## config.mk

```make
export PLATFORM = sky130hd
export DESIGN_NAME = spimemio_cache
export DESIGN_NICKNAME = d
export VERILOG_FILES = /design/src/rtl/spimemio_cache_pkg.sv /design/src/rtl/spimemio_cache_store.sv /design/src/rtl/spimemio_cache.sv
export SDC_FILE = /design/constraint.sdc
export NUM_CORES = 2
export LEC_CHECK = 0
export CORE_ASPECT_RATIO = 0.8
export CORE_UTILIZATION = 35
export DETAILED_ROUTE_END_ITERATION = 10
export HOLD_SLACK_MARGIN = 0.1
export SYNTH_ARGS = -nofsm -noshare
export SYNTH_HDL_FRONTEND = slang
export SYNTH_SLANG_ARGS = --single-unit
```

## constraint.sdc

```tcl
create_clock -name i_clk -period 8.3 [get_ports i_clk]
set_clock_uncertainty 0.05 [all_clocks]
set_input_delay 1.66 -clock i_clk [delete_from_list [all_inputs] [get_ports i_clk]]
set_output_delay 1.66 -clock i_clk [all_outputs]
set_load 0.1 [all_outputs]
```

## src/rtl/spimemio_cache_pkg.sv

```systemverilog
// Shared constants and address-split helpers for the spimemio read cache.
package spimemio_cache_pkg;

    // Controller states
    localparam logic [1:0] IDLE = 2'd0;
    localparam logic [1:0] RESP = 2'd1;
    localparam logic [1:0] FILL = 2'd2;

    // Byte-offset width within a line: word select plus the 2 byte bits
    function automatic int unsigned calc_off_w(input int unsigned line_words);
        return $clog2(line_words) + 2;
    endfunction

    function automatic int unsigned calc_idx_w(input int unsigned num_lines);
        return $clog2(num_lines);
    endfunction

    function automatic int unsigned calc_tag_w(input int unsigned addr_w,
                                               input int unsigned num_lines,
                                               input int unsigned line_words);
        return addr_w - calc_idx_w(num_lines) - calc_off_w(line_words);
    endfunction

endpackage

```

## src/rtl/spimemio_cache_store.sv

```systemverilog
// Line data storage: flop array with one write port and one asynchronous read port.
module spimemio_cache_store
    import spimemio_cache_pkg::*;
#(
    parameter int unsigned NUM_LINES  = 16,
    parameter int unsigned LINE_WORDS = 4,
    localparam int unsigned IDX_W     = calc_idx_w(NUM_LINES),
    localparam int unsigned WORD_W    = calc_off_w(LINE_WORDS) - 2
) (
    input  logic              i_clk,
    input  logic              i_we,
    input  logic [IDX_W-1:0]  i_w_idx,
    input  logic [WORD_W-1:0] i_w_word,
    input  logic [31:0]       i_w_data,
    input  logic [IDX_W-1:0]  i_r_idx,
    input  logic [WORD_W-1:0] i_r_word,
    output logic [31:0]       o_r_data
);

    logic [31:0] r_mem [NUM_LINES*LINE_WORDS];

    // Data array is deliberately not reset; valid bits guard its contents
    always_ff @(posedge i_clk) begin
        if (i_we) begin
            r_mem[{i_w_idx, i_w_word}] <= i_w_data;
        end
    end

    assign o_r_data = r_mem[{i_r_idx, i_r_word}];

endmodule

```

## src/rtl/spimemio_cache.sv

```systemverilog
// Direct-mapped read cache in front of spimemio; whole-line sequential fills
// keep the flash in its continuous-read burst. cache_en=0 is a pure bypass.
module spimemio_cache
    import spimemio_cache_pkg::*;
#(
    parameter int unsigned ADDR_W     = 24,
    parameter int unsigned NUM_LINES  = 16,
    parameter int unsigned LINE_WORDS = 4
) (
    input  logic              i_clk,
    input  logic              i_resetn,
    input  logic              i_mem_valid,
    output logic              o_mem_ready,
    input  logic [ADDR_W-1:0] i_mem_addr,
    output logic [31:0]       o_mem_rdata,
    output logic              o_flash_valid,
    input  logic              i_flash_ready,
    output logic [ADDR_W-1:0] o_flash_addr,
    input  logic [31:0]       i_flash_rdata,
    input  logic              i_cache_en,
    input  logic              i_cache_inv
);

    localparam int unsigned OFF_W  = calc_off_w(LINE_WORDS);
    localparam int unsigned IDX_W  = calc_idx_w(NUM_LINES);
    localparam int unsigned TAG_W  = calc_tag_w(ADDR_W, NUM_LINES, LINE_WORDS);
    localparam int unsigned WORD_W = OFF_W - 2;
    localparam int unsigned BASE_W = ADDR_W - OFF_W;

    logic [1:0]           r_state,  w_state_d;
    logic [NUM_LINES-1:0] r_valid,  w_valid_d;
    logic                 r_poison, w_poison_d;
    logic [BASE_W-1:0]    r_base,   w_base_d;
    logic [WORD_W-1:0]    r_k,      w_k_d;
    logic [31:0]          r_rdata,  w_rdata_d;
    logic [TAG_W-1:0]     r_tag [NUM_LINES];

    logic [IDX_W-1:0]  w_idx;
    logic [WORD_W-1:0] w_word;
    logic [TAG_W-1:0]  w_tag;
    logic [IDX_W-1:0]  w_fill_idx;
    logic [TAG_W-1:0]  w_fill_tag;
    logic              w_hit;
    logic              w_fill_ack;
    logic              w_fill_last;
    logic [31:0]       w_store_rdata;
    logic              w_unused_addr;

    assign w_idx         = i_mem_addr[OFF_W +: IDX_W];
    assign w_word        = i_mem_addr[2 +: WORD_W];
    assign w_tag         = i_mem_addr[ADDR_W-1 -: TAG_W];
    assign w_fill_idx    = r_base[IDX_W-1:0];
    assign w_fill_tag    = r_base[BASE_W-1 -: TAG_W];
    assign w_hit         = r_valid[w_idx] && (r_tag[w_idx] == w_tag);
    assign w_fill_ack    = (r_state == FILL) && i_flash_ready;
    assign w_fill_last   = w_fill_ack && (r_k == WORD_W'(LINE_WORDS - 1));
    assign w_unused_addr = ^i_mem_addr[1:0];

    spimemio_cache_store #(
        .NUM_LINES  (NUM_LINES),
        .LINE_WORDS (LINE_WORDS)
    ) u_store (
        .i_clk    (i_clk),
        .i_we     (w_fill_ack),
        .i_w_idx  (w_fill_idx),
        .i_w_word (r_k),
        .i_w_data (i_flash_rdata),
        .i_r_idx  (w_idx),
        .i_r_word (w_word),
        .o_r_data (w_store_rdata)
    );

    // Next-state: lookup in IDLE, one-cycle response, sequential line fill
    always_comb begin
        w_state_d  = r_state;
        w_valid_d  = r_valid;
        w_poison_d = r_poison;
        w_base_d   = r_base;
        w_k_d      = r_k;
        w_rdata_d  = r_rdata;
        if (!i_cache_en) begin
            w_state_d = IDLE;
            w_valid_d = '0;
        end else begin
            case (r_state)
                IDLE: begin
                    if (i_mem_valid) begin
                        if (w_hit) begin
                            w_rdata_d = w_store_rdata;
                            w_state_d = RESP;
                        end else begin
                            w_base_d   = i_mem_addr[ADDR_W-1:OFF_W];
                            w_k_d      = '0;
                            w_poison_d = 1'b0;
                            w_state_d  = FILL;
                        end
                    end
                end
                RESP: w_state_d = IDLE;
                FILL: begin
                    if (i_flash_ready) begin
                        w_k_d = r_k + 1'b1;
                        if (w_fill_last) begin
                            w_state_d = IDLE;
                            if (!r_poison) begin
                                w_valid_d[w_fill_idx] = 1'b1;
                            end
                        end
                    end
                end
                default: w_state_d = IDLE;
            endcase
            // Invalidate overrides any line completed this cycle
            if (i_cache_inv) begin
                w_valid_d = '0;
                if (r_state == FILL) begin
                    w_poison_d = 1'b1;
                end
            end
        end
    end

    // Controller state, valid bits and response data
    always_ff @(posedge i_clk or negedge i_resetn) begin
        if (!i_resetn) begin
            r_state  <= IDLE;
            r_valid  <= '0;
            r_poison <= 1'b0;
            r_base   <= '0;
            r_k      <= '0;
            r_rdata  <= '0;
        end else begin
            r_state  <= w_state_d;
            r_valid  <= w_valid_d;
            r_poison <= w_poison_d;
            r_base   <= w_base_d;
            r_k      <= w_k_d;
            r_rdata  <= w_rdata_d;
        end
    end

    // Tag array is not reset; written once the last word of a line lands
    always_ff @(posedge i_clk) begin
        if (w_fill_last) begin
            r_tag[w_fill_idx] <= w_fill_tag;
        end
    end

    // Cache mode drives registered outputs; bypass is a straight wire-through
    always_comb begin
        if (i_cache_en) begin
            o_flash_valid = (r_state == FILL);
            o_flash_addr  = {r_base, r_k, 2'b00};
            o_mem_ready   = (r_state == RESP);
            o_mem_rdata   = r_rdata;
        end else begin
            o_flash_valid = i_mem_valid;
            o_flash_addr  = {i_mem_addr[ADDR_W-1:2], 2'b00};
            o_mem_ready   = i_flash_ready;
            o_mem_rdata   = i_flash_rdata;
        end
    end

endmodule

```

# Word level (Yosys, flattened, before mapping)

Memory sizes are Yosys's and may differ from the RTL's. A register that Yosys moved wholly into a read port is not among the register bits.
Index checks and enable logic that the tools add are counted.

Bits in writable memories: 2,304
Memories kept: 2
Register bits after elaboration: 41
Output and inout port bits: 58
Input bits: 62
Logic and storage cells: 72

Memory list:

| name          | depth | width | read ports | clocked after Yosys merged registers in | write ports | RTL line                   | RTL |
|---|---|---|---|---|---|---|---|
| u_store.r_mem | 64    | 32    | 1          | 1                                       | 1           | spimemio_cache_store.sv:20 | `logic [31:0] r_mem [NUM_LINES*LINE_WORDS];` |
| r_tag         | 16    | 16    | 1          | 0                                       | 1           | spimemio_cache.sv:36       | `logic [TAG_W-1:0] r_tag [NUM_LINES];` |

Mux-type cells: 33
Reduce and logical (&&, ||, !) cells: 12
$add $sub $neg: 1
Magnitude comparators: 3
Equality and inequality tests: 14
Bitwise operators: 2

Operators by type and width:

| cell                  | count |
|---|---|
| $mux W16              | 6 |
| $mux W32              | 1 |
| $mux W24              | 1 |
| $eq A16 B16 Y1        | 1 |
| $mux W2               | 8 |
| $or A16 B16 Y16       | 1 |
| $mux W1               | 13 |
| $ne A3 B3 Y1 const B  | 4 |
| $reduce_and A4 Y1     | 3 |
| $lt A4 B5 Y1 const B  | 2 |
| $pmux W2 S2           | 2 |
| $ne A2 B2 Y1 const B  | 3 |
| $ne A3 B1 Y1 const B  | 2 |
| $reduce_and A5 Y1     | 1 |
| $bmux W1 S4           | 1 |
| $demux W1 S4          | 1 |
| $eq A2 B2 Y1 const B  | 2 |
| $ge A4 B1 Y1 const B  | 1 |
| $logic_and A1 B1 Y1   | 4 |
| $ne A3 B2 Y1 const B  | 1 |
| $reduce_and A3 Y1     | 1 |
| $add A2 B1 Y2 const B | 1 |
| $eq A2 B1 Y1 const B  | 1 |
| $logic_not A2 Y1      | 1 |
| other kinds (3)       | 3 |

# Logic depth before layout (Yosys ltp)

Depth in word-level cells: 11
Mapped depth: 13

# Cells and area by module

Synthesis repeated with hierarchy kept, for this count alone.

Cells, all modules: 4,082
Area, all modules: 91,901.9 um^2

Modules (own cells, without submodules):

| module               | area each (um^2) | instances | cells an instance | seq. area each (um^2) |
|---|---|---|---|---|
| spimemio_cache_store | 77,874.7         | 1         | 3,292             | 61,499.0 |
| spimemio_cache       | 14,027.2         | 1         | 790               | 9,514.1 |

# Worst setup path before layout

OpenSTA, ideal clock, no wires.

Path type: input port to output port
From: in i_cache_en
To: out o_flash_addr[22]
Stages: 3
Buffers on the path: 2
Data required time: 6.590 ns
Arrival time: 4.185 ns
Setup slack: 2.405 ns
Cell sequence: clkbuf_1 -> buf_1 -> o21ai_0

Word-level cells in the longest chain between the ends: 1

RTL lines:

| element     | RTL line              | RTL |
|---|---|---|
| from (decl) | spimemio_cache.sv:20  | `input logic i_cache_en,` |
| $mux W24    | spimemio_cache.sv:151 | `if (i_cache_en) begin` |
| to (decl)   | spimemio_cache.sv:18  | `output logic [ADDR_W-1:0] o_flash_addr,` |

No other way between the ends.

# Worst setup path after layout

From: in i_flash_rdata[8]
To: out o_mem_rdata[8]

Word-level cells in the longest chain between the ends: 1

RTL lines:

| element     | RTL line              | RTL |
|---|---|---|
| from (decl) | spimemio_cache.sv:19  | `input logic [31:0] i_flash_rdata,` |
| $mux W32    | spimemio_cache.sv:151 |  |
| to (decl)   | spimemio_cache.sv:15  | `output logic [31:0] o_mem_rdata,` |

No other way between the ends.

==> metrics.md <==
| Metric | Value |
|---|---|
| Post-synth top flop | edfxtp_1 |
| Post-Synthesis Cells | 3740 |
| Final Slew Violations | 0 |
| Delay-heaviest family, CP | buffers and inverters |
| YS warnings | 0 |
| Setup crit start kind | input port |
| R2R cell count | 4 |
| Placed insts | 7250 |
| Post-synth EDFFs | 2304 |
| Worst VDD drop | 0.1564 mV |
| Number of distinct library cells after synthesis | 56 |
| Max incr delay on CP | 1200 ps |
| Setup TNS | 0 ps |
| Die Area | 263700 um2 |
| Count of final hold-check violations | 0 |
| Clock Latency Late Sink | 880 ps |
| Via count | 42674 |
| Reg-to-reg slack, setup | 4260 ps |
| GR Util met3 | 4.917% |
| I/O Pins | 120 |
| PwrDens | 237.0 nW/um2 |
| Critical path data arrival time | 4300 ps |
| Hold Buf Count CTS | 0 |
| WP depth | 3 |
| Clk sinks | 2377 |
| WS Path Type | in2out |
| First-pass GRT wire length | 343900 um |
| Vias in the first global route | 42693 |
| Area of the mapped netlist | 91560 um2 |
| Site Rows | 167 |
| IO Port Bufs | 115 |
| Max frequency | 166.4 MHz |
| Starting density of the core | 35.28% |
| Core ar. | 259500 um2 |
| R2r endpoint | u_store.r_mem[9][25] |
| Post-route ant nets | 0 |
| Worst r2r src | r_k[0] |
| Slew headroom | 22.39% |
| CP bufs+invs | 2 |
| # Post-CTS Setup Buffers | 0 |
| DP Area | 97660 um2 |
| Global route total overflow | 0 |
| Critical path, cell by cell | buf_2 > mux2_2 > clkdlybuf4s50_1 |
| Met2 GRT Util | 28.37% |
| WL per Instance | 32.58 um |
| Area contributors post-synth | edfxtp_1 76%, mux4_2 18%, dfrtp_1 2.0% |
| Most frequent cells in the layout | 2304 x edfxtp_1, 720 x mux4_2, 221 x clkbuf_16, 130 x buf_4, 73 x dfrtp_1 |
| Max Cap Viol | 0 |
| Longest Clk Path Bufs | 4 |
| HPWL after DPL | 136400 um |
| # resized after CTS | 0 |
| Unrepaired setup endpoints after global routing | no |
| Die X | 573.8 um |
| Synthesis-stage register bit count | 2377 |
| DRT Wirelength | 249300 um |
| Synth Area per Inst | 24.48 um2 |
| # DRC | 0 |
| Fin cells | 7654 |
| Initial DRC count | 6023 |
| Final net count | 4071 |
| CP required | 6590 ps |
| Layout cells sized above 1 | 33.41% |
| DR vias/cell | 5.575 |
| Setup-failing EPs final | 0 |
| H-tree levels | 4 |
| Most common cell after layout, fill and taps aside | edfxtp_1 |
| Ys async rst share | 3.071% |
| CP max FO | 65 |
| Total GRT Usage | 18.75% |
| Syn-to-layout area delta | 14.15% |
| Least-Margin Pin Slew | 1160 ps |
| Share of the synthesized area in the top cell type | 75.57% |
| CTS tree | yes |
| Critical Path Source | i_flash_rdata[8] |
| Initial DRT Pass Iterations | 6 |
| Initial antenna violation count | 19 |
| Min cycle time layout | 6009 ps |
| Period utilization | 72.40% |
| Synth area leader | edfxtp_1 |
| Grt peak-use layer | met2 |
| Root Driver | clkbuf_16 |
| Final Util | 40.27% |
| Hold Path Class | reg2reg |
| Design Area, Final | 104500 um2 |
| Gpl congestion | 0.7798 |
| Critical Path End Type | output port |
| Status | finished clean |
| GR Layer Usage met1 | 27.07% |
| Pleak | 32.24 nW |
| Clock buffer count from CTS | 220 |
| Clk pin slew, worst setup/hold paths | 70 ps |
| Largest net degree at the start of global routing | 132 |
| Die Ht | 459.5 um |
| Sequential-to-total area share from yosys stat | 77.56% |
| Crit-path slowest cell | clkdlybuf4s50_1 |
| Critical Path Sink | o_mem_rdata[8] |
[registers in the layout (all words and copies together), names as in the netlist]
name	cells
r_tag	256
r_rdata	32
r_base	20
r_k	2
r_valid	16
u_store.r_mem	2048
r_poison	1
r_state	2
[power by group]
group | switching, mW | total (mW) | internal [mW]
registers | 0.134 | 13.4 | 13.3
clock network | 4.44 | 9.82 | 5.38
logic | 0.967 | 1.52 | 0.549
[worst min-delay path, cell delays in order, from the launching register on]
cell and delay, ps:
dfrtp_1 340, a21oi_1 40, nor2_1 80
[kinds of logic (layout without fill, tap and decap cells)]
family | Yosys count | in the layout | synth area share, %
AND/OR/NAND/NOR | 184 | 184 | 0.9798
AO/OA/AOI/OAI | 57 | 57 | 0.4223
XOR/XNOR | 26 | 26 | 0.2487
adder cells (fa/ha/maj) | 1 | 1 | 0.01366
buffers and inverters | 205 | 649 | 0.9306
other | 1 | 7 | 0.004096
flip-flops | 2377 | 2377 | 77.56
multiplexers | 889 | 889 | 19.84
[Yosys cell counts (3+ instances only)]
library cell  number
nand4b_1           3
a21oi_1           17
o21ai_0            8
buf_4              8
inv_1              3
clkbuf_1         118
buf_1             53
mux2i_1           53
xnor2_1           18
or3b_2             5
xor2_1             8
and2_1             4
mux2_4            30
mux4_2           720
mux2_1            16
nand3b_1           9
edfxtp_1        2304
and3_1             3
dfrtp_1           73
mux2_2            70
nor2b_1            7
nor3_1             4
o22ai_1            6
nor2_1           105
nand3_1            9
a221oi_1           7
nand4_1            3
buf_2             18
a22o_1             5
nand2_1           16
buf_6              4
[layout make-up]
| cell class | instances | area (um2) |
|---|---|---|
| Tap cell | 3464 | 4334 |
| Clock buffer | 281 | 5956 |
| Multi-Input combinational cell | 1159 | 20230 |
| Timing Repair Buffer | 246 | 2068 |
| Antenna cell | 5 | 12.51 |
| Sequential cell | 2377 | 71010 |
| Fill cell | 22509 | 155000 |
| Clock inverter | 118 | 885.9 |
| Inverter | 4 | 15.01 |
[routing by layer]
| metal | wire length (um) | up-vias |
|---|---|---|
| li1 | - | 16686 |
| met1 | 105000 | 23555 |
| met2 | 113400 | 2131 |
| met3 | 24800 | 302 |
| met4 | 6055 | 0 |
| met5 | 0 | - |
[metrics by stage]
stage / worst slack (ps) / hold WS [ps] / power, mW
CTS: 2246 / 452.1 / 24.92
global route: 2156 / 475.4 / 25.43
global placement: 2257 / 424.6 / 15.18
finish: 2291 / 450.4 / 24.77
detailed placement: 2224 / 435.4 / 15.22
floorplan: 2405 / 404.9 / 14.56
[worst min-delay path by stage]
stage                            from          end  cells past startpoint
after floorplan            r_valid[3]   r_valid[3]                      2
after detailed placement   r_valid[4]   r_valid[4]                      2
after CTS                  r_valid[4]   r_valid[4]                      2
after global routing      r_rdata[20]  r_rdata[20]                      1
final                      r_valid[4]   r_valid[4]                      2
after global placement     r_valid[3]   r_valid[3]                      2
Power figures use the tool's default switching activity.
